$ cat config.mk
export PLATFORM = sky130hd
export DESIGN_NAME = gpio_input_conditioner
export DESIGN_NICKNAME = d
export VERILOG_FILES = /design/src/rtl/gpio_input_conditioner.sv
export SDC_FILE = /design/constraint.sdc
export NUM_CORES = 1
export LEC_CHECK = 0
export ABC_AREA = 1
export CAP_MARGIN = 20
export CORE_MARGIN = 2
export CORE_UTILIZATION = 56
export DETAILED_ROUTE_END_ITERATION = 8
export PLACE_DENSITY = 0.77
export SLEW_MARGIN = 20
export SYNTH_ARGS = -nofsm -noshare
export SYNTH_HDL_FRONTEND = slang
export SYNTH_SLANG_ARGS = --single-unit
$ cat constraint.sdc
create_clock -name clk -period 12.93 [get_ports clk]
set_input_delay 2.586 -clock clk [delete_from_list [all_inputs] [get_ports clk]]
set_output_delay 2.586 -clock clk [all_outputs]
set_load 0.1 [all_outputs]
$ cat src/rtl/gpio_input_conditioner.sv
// -----------------------------------------------------------------------------
// gpio_input_conditioner
//
// Purpose:
//   Conditions raw, asynchronous GPIO pad inputs before they reach the GPIO
//   slave's gpio_in bus. Each bit passes through a two-flop synchronizer and
//   is then debounced against a shared prescaled sample tick. The block
//   outputs a clean level for each bit. It also outputs single-cycle rise and
//   fall pulses, which are registered on the same edge that updates the level.
//
// Parameters:
//   WIDTH        - number of GPIO bits conditioned
//   PRESCALE     - clk cycles per debounce sample tick (1..2^20)
//   STABLE_COUNT - consecutive disagreeing ticks needed before a bit changes
//                  (1..255)
//   RESET_VALUE  - reset level of the synchronizer flops and o_gpio
//                  (low WIDTH bits used)
//
// Ports:
//   clk        - system clock
//   rst        - asynchronous, active-high reset. It must be released
//                synchronously to clk, for example by an upstream reset bridge.
//   i_bypass   - 1 = skip debounce; o_gpio follows the synchronized input
//   i_raw      - raw pad inputs, asynchronous to clk
//   o_gpio     - debounced level (drives the GPIO slave's gpio_in)
//   o_rise     - 1-cycle pulse per bit on an o_gpio 0->1 transition
//   o_fall     - 1-cycle pulse per bit on an o_gpio 1->0 transition
//   o_changed  - 1-cycle pulse, OR of all rise/fall pulses
// -----------------------------------------------------------------------------
module gpio_input_conditioner #(
    parameter int          WIDTH        = 32,
    parameter int          PRESCALE     = 1000,
    parameter int          STABLE_COUNT = 4,
    parameter logic [31:0] RESET_VALUE  = 32'h0000_0000
) (
    input  logic             clk,
    input  logic             rst,
    input  logic             i_bypass,
    input  logic [WIDTH-1:0] i_raw,
    output logic [WIDTH-1:0] o_gpio,
    output logic [WIDTH-1:0] o_rise,
    output logic [WIDTH-1:0] o_fall,
    output logic             o_changed
);

    // The cast truncates RESET_VALUE to WIDTH bits, or zero-extends it if
    // WIDTH is larger than 32.
    localparam logic [WIDTH-1:0] RST_VAL = WIDTH'(RESET_VALUE);

    // The prescaler needs at least one bit, even when PRESCALE == 1.
    localparam int             PS_W    = (PRESCALE > 1) ? $clog2(PRESCALE) : 1;
    localparam logic [PS_W-1:0] PS_LAST = PS_W'(PRESCALE - 1);

    // The counter only has to reach STABLE_COUNT-1 before it is cleared, so
    // it can never wrap.
    localparam int              CNT_W    = $clog2(STABLE_COUNT + 1);
    localparam logic [CNT_W-1:0] CNT_LAST = CNT_W'(STABLE_COUNT - 1);

    logic [WIDTH-1:0] r_sync1;
    logic [WIDTH-1:0] r_sync2;
    logic [WIDTH-1:0] r_gpio;
    logic [WIDTH-1:0] r_rise;
    logic [WIDTH-1:0] r_fall;
    logic             r_changed;
    logic [PS_W-1:0]  r_ps_cnt;

    logic             w_tick;
    logic [WIDTH-1:0] w_gpio_next;

    // ------------------------------------------------------------------
    // Free-running sample-tick prescaler (independent of i_bypass)
    // ------------------------------------------------------------------
    assign w_tick = (r_ps_cnt == PS_LAST);

    always_ff @(posedge clk or posedge rst) begin
        if (rst) begin
            r_ps_cnt <= '0;
        end else if (w_tick) begin
            r_ps_cnt <= '0;
        end else begin
            r_ps_cnt <= r_ps_cnt + 1'b1;
        end
    end

    // ------------------------------------------------------------------
    // Per-bit debounce: each bit has its own counter and shares only the tick
    // ------------------------------------------------------------------
    genvar gi;
    generate
        for (gi = 0; gi < WIDTH; gi = gi + 1) begin : g_bit
            logic [CNT_W-1:0] r_cnt;
            logic [CNT_W-1:0] w_cnt_next;
            logic             w_level_next;

            always_comb begin
                w_cnt_next   = r_cnt;
                w_level_next = r_gpio[gi];
                if (i_bypass) begin
                    // In bypass, the counter is held at zero. Debounce then
                    // restarts cleanly when bypass is removed.
                    w_cnt_next   = '0;
                    w_level_next = r_sync2[gi];
                end else if (w_tick) begin
                    if (r_sync2[gi] == r_gpio[gi]) begin
                        // Any agreeing sample throws away partial progress.
                        w_cnt_next = '0;
                    end else if (r_cnt == CNT_LAST) begin
                        w_cnt_next   = '0;
                        w_level_next = r_sync2[gi];
                    end else begin
                        w_cnt_next = r_cnt + 1'b1;
                    end
                end
            end

            always_ff @(posedge clk or posedge rst) begin
                if (rst) begin
                    r_cnt <= '0;
                end else begin
                    r_cnt <= w_cnt_next;
                end
            end

            assign w_gpio_next[gi] = w_level_next;
        end
    endgenerate

    // ------------------------------------------------------------------
    // Synchronizer, output level and edge pulses
    // ------------------------------------------------------------------
    // The pulses are derived from the next level against the current level.
    // They are registered on the same edge as o_gpio, so each pulse lines up
    // with its level change.
    always_ff @(posedge clk or posedge rst) begin
        if (rst) begin
            r_sync1   <= RST_VAL;
            r_sync2   <= RST_VAL;
            r_gpio    <= RST_VAL;
            r_rise    <= '0;
            r_fall    <= '0;
            r_changed <= 1'b0;
        end else begin
            r_sync1   <= i_raw;
            r_sync2   <= r_sync1;
            r_gpio    <= w_gpio_next;
            r_rise    <= w_gpio_next & ~r_gpio;
            r_fall    <= ~w_gpio_next & r_gpio;
            r_changed <= |(w_gpio_next ^ r_gpio);
        end
    end

    assign o_gpio    = r_gpio;
    assign o_rise    = r_rise;
    assign o_fall    = r_fall;
    assign o_changed = r_changed;

endmodule

Word-level counts from Yosys, hierarchy flattened

Cells that the tools add are included.

Flip-flop bits (word level): 267
Logic and storage cells: 401
Output and inout port bits: 97

Reduce and logical (&&, ||, !) cells: 2
Eq/ne operators: 65
$add $sub $neg: 33
Bitwise operators: 5
Multiplexer cells: 257

Operators by type and width:

| cell                  | count |
|---|---|
| $mux 3                | 128 |
| $mux 1                | 128 |
| $add 3x1->3 const B   | 32 |
| $eq 3x2->1 const B    | 32 |
| $and 32x32->32        | 2 |
| $not 32->32           | 2 |
| $eq 1x1->1            | 32 |
| $reduce_or 32->1      | 1 |
| $xor 32x32->32        | 1 |
| $add 10x1->10 const B | 1 |
| $eq 10x10->1 const B  | 1 |
| $mux 10               | 1 |
| $reduce_bool 2->1     | 1 |

Longest topological paths before layout

Depth in word-level cells: 7
Gate-level depth with buffers: 16
Gate-level depth less buffers: 15

Worst setup path before layout

Ideal clock, no wire load.

Path type: input -> register
Start: in i_bypass
End: reg r_changed, in the netlist o_changed
Buffers on the path: 2
Library setup time: 0.135 ns
Arrival: 3.948 ns
Stages on the path: 14
Setup slack: 8.847 ns
Path through: inv_2 -> buf_2 -> buf_2 -> o21ai_0 -> nand2_1 -> nand2_1 -> nand2_2 -> inv_2 -> ha_1 -> nand2_1 -> inv_1 -> nand3_1 -> nor3_1 -> nand4_1

Cells in the longest elaborated chain, start to end: 3

RTL lines:

| element                          | RTL line | text |
|---|---|---|
| from (decl)                      | 38       | `input logic i_bypass,` |
| $mux 1                           | 98       | `if (i_bypass) begin` |
| named net g_bit[27].w_level_next | 93       | `logic w_level_next;` |
| $xor 32x32->32                   | 148      | `r_changed <= \|(w_gpio_next ^ r_gpio);` |
| $reduce_or 32->1                 | 148      |  |
| to (signal assigned)             | 148      |  |
| to (decl)                        | 64       | `logic r_changed;` |

The timed path passes the listed nets, and every way through them passes these cells.
A chain may end at the register's enable or synchronous reset.

Worst setup path after layout

Start: in i_bypass
End: reg r_changed, in the netlist o_changed

Cells in the longest elaborated chain, start to end: 3

RTL lines:

| element                          | RTL line |
|---|---|
| $mux 1                           | 98 |
| named net g_bit[12].w_level_next | 93 |
| $xor 32x32->32                   | 148 |
| $reduce_or 32->1                 | 148 |

The timed path passes the listed nets, and every way through them passes these cells.

==> summary.txt <==
Synthesis
  • Unique masters post-synth: 27
  • Primary FF master, synth: dfrtp_1
  • EDFF count, synth: 0
  • Syn Inst Count: 1103
  • Asr flop ratio synth: 100%
  • Synthesized flop and latch total: 267
  • Syn nets: 1235
  • Register area share after synthesis: 58.7%
  • Mean area per synthesized cell: roughly 10 sq um
  • Netlist Area Pre-Place: roughly 11000 sq um
  • Synth Warn #: 0

STA
  • Worst Slack Setup Final: about 7700 ps
  • Hold Violations, Final: 0
  • Fmax: 190 MHz
  • Worst-margin pin slew: 1060 ps
  • RSZ-0062 raised after global routing: false
  • Final setup violation count: 0
  • Fin Setup TNS: 0 ps
  • Slew Limit Fails: 0
  • Minimum clock period after layout: 5270 ps
  • Part of the cycle the worst path needs: approximately two fifths
  • Setup Skew: around 12 ps
  • Relative slew slack: a little under 30%

Clock tree
  • Setup repair bufs after CTS: 0
  • Clk buf depth: 3
  • Clk root buf: clkbuf_16
  • CTS buffer count: 28
  • CTS sink count: around 270
  • TritonCTS clock tree: done
  • Hold_buf cts: 0
  • Clk_lat worst skew: 530 ps
  • Post_cts resized: 0
  • H-Tree Depth: 1
  • Worst-path clk slew: around 60 ps

Worst hold path
  • Hold Crit Depth: 0
  • Min-delay worst type: flop to flop

Die
  • Core ar.: ~20000 sq um
  • Starting Density: between 50% and 60%
  • # rows: 52
  • # IOs: roughly 130
  • Die area: between 20000 and 25000 sq um
  • Chip height: ~150 um
  • Die span in x: about 150 um

Finish
  • Final instance area: around 14000 sq um
  • N_diodes: 0
  • Most frequent cells in the layout: dfrtp_1 (267), nand2_1 (185), inv_1 (147)
  • Fin util: between 60% and 70%
  • Area delta synth->final: 21.5%
  • Commonest non-fill, non-tap cell in the layout: dfrtp_1
  • Layout cell share with drive strength beyond 1: 8.82%
  • NumNets Final: approximately 1.4k

Worst setup path
  • FF-to-FF setup slack: 9850 ps
  • Worst setup EP type: flop
  • Setup crit start kind: input port
  • CP max-delay cell: nand2_4
  • FF-to-FF path depth: 15
  • Max FO, Critical Path: 50
  • Crit path DAT: approximately 5700 ps
  • Worst Path Required: 13320 ps
  • Worst path depth: 13
  • Delay-heaviest family, CP: buffers and inverters
  • CP max stage delay: 580 ps
  • Crit-path cells: clkdlybuf4s50_1, clkinv_2, nand2_4, buf_4, nand3_2, nand2_2, inv_2, ha_1, nand2_1, inv_1, nand3_1, nor3_1, nand4_1
  • Buf+Inv Stages, Crit Path: 5
  • WS Path Type: input port to flop

Global routing
  • Largest net degree at the start of global routing: ~110
  • Initial antenna violation count: 0
  • All-layer global routing usage: a little over a fifth
  • Total congestion overflow: 0
  • Global-route wire length before repair: 37000 um
  • Vias in the first global route: roughly 7.7k

Placement
  • Placed instance area: ~13000 sq um
  • GP Congestion: 0.758
  • Final HPWL from detailed placement: 14400 um
  • # port buffers: around 130
  • Setup WS pre-CTS: 7090 ps

Routing
  • Routed WL per cell: 14.4 um
  • First-pass detailed-route iteration total: 5
  • Iter 0 DRT Violations: approximately 450
  • Avg Vias per Cell: slightly above 5
  • Post-Route WL: between 20000 and 25000 um
  • Routed Antenna Nets: 0
  • Drt drc: 0
  • Vias: roughly 7.7k

Power
  • Cell Pwr Density: between 150 and 200 nW/um^2
  • Leak: roughly 0.0071 uW
  • Tot Pwr: between 2000 and 2500 uW
  • Worst VDD drop: 0.116 mV

Job
  • Max Cap Viol: 0

Run status
  • Status: finished, final reports clean
sequential cells by signal, indices dropped and copies added, names as in the netlist:
signal and flops:
g_bit.r_cnt 96, o_fall 32, o_gpio 32, o_rise 32
r_sync1 32, r_sync2 32, r_ps_cnt 10, o_changed 1
routing by layer:
layer  GRT usage (%)  part of all wire (%)  vias to the layer above
met5               0                     0                        -
met4            5.29                   2.1                        0
met3            3.31                   4.3                       35
met2            35.6                    50                      172
met1            28.9                    44                     3765
li1                -                     -                     3768
cells in the mapped netlist, types with 2 or more instances:
| cell type | n | area [sq um] |
|---|---|---|
| nand2_1 | 185 | 694 |
| nand4_1 | 5 | 31.3 |
| ha_1 | 97 | 1210 |
| buf_2 | 22 | 110 |
| nor3_1 | 3 | 15.0 |
| clkbuf_1 | 2 | 7.51 |
| xor2_1 | 33 | 289 |
| inv_1 | 148 | 556 |
| inv_2 | 21 | 78.8 |
| dfrtp_1 | 267 | 6680 |
| o21ai_0 | 69 | 345 |
| nand3_1 | 118 | 591 |
| buf_4 | 3 | 22.5 |
| buf_6 | 2 | 22.5 |
| nand2_2 | 19 | 119 |
| nand3_2 | 19 | 190 |
| nor2_1 | 48 | 180 |
| a21oi_1 | 33 | 165 |
worst paths after layout:
| kind | from | to |
|---|---|---|
| min reg2reg | r_sync1[29] | r_sync2[29] |
| max in group asynchronous | rst | g_bit[11].r_cnt[2] |
| min in group asynchronous | rst | o_fall[1] |
| min | r_sync1[29] | r_sync2[29] |
| max reg2reg | r_ps_cnt[0] | o_changed |
| max | i_bypass | o_changed |
cell families (layout without fill, tap and decap cells):
logic type,count (synthesis),count (layout),synth area share [%]
buffers and inverters,200,356,7.16
AOI/OAI and AO/OA,106,106,4.72
DFF,267,267,58.7
adders and majority gates,97,97,10.7
xor gates and xnor gates,33,33,2.54
and+or+nand+nor,400,400,16.2
final cells by class:
class                   count  area [sq um]
clock buffers              43           848
multi-input cells         636          3890
flip-flops and latches    267          6680
inverters                 169           643
clock inverters             7          62.6
fillers                  1460          6260
well taps                 270           338
repair buffers            137          1380
metrics by stage:
step           hold WS [ps]  instances
3_5_place_dp            335       1478
3_3_place_gp            332       1478
6_report                346       1529
4_1_cts                 347       1528
2_1_floorplan           331       1103
5_1_grt                 351       1529
power by group:
| group | switching, uW | total [uW] | internal (uW) |
|---|---|---|---|
| Combinational | 405 | 520 | 115 |
| Sequential | 30.6 | 914 | 883 |
| Clock | 311 | 779 | 468 |
Power figures use the tool's default switching activity.
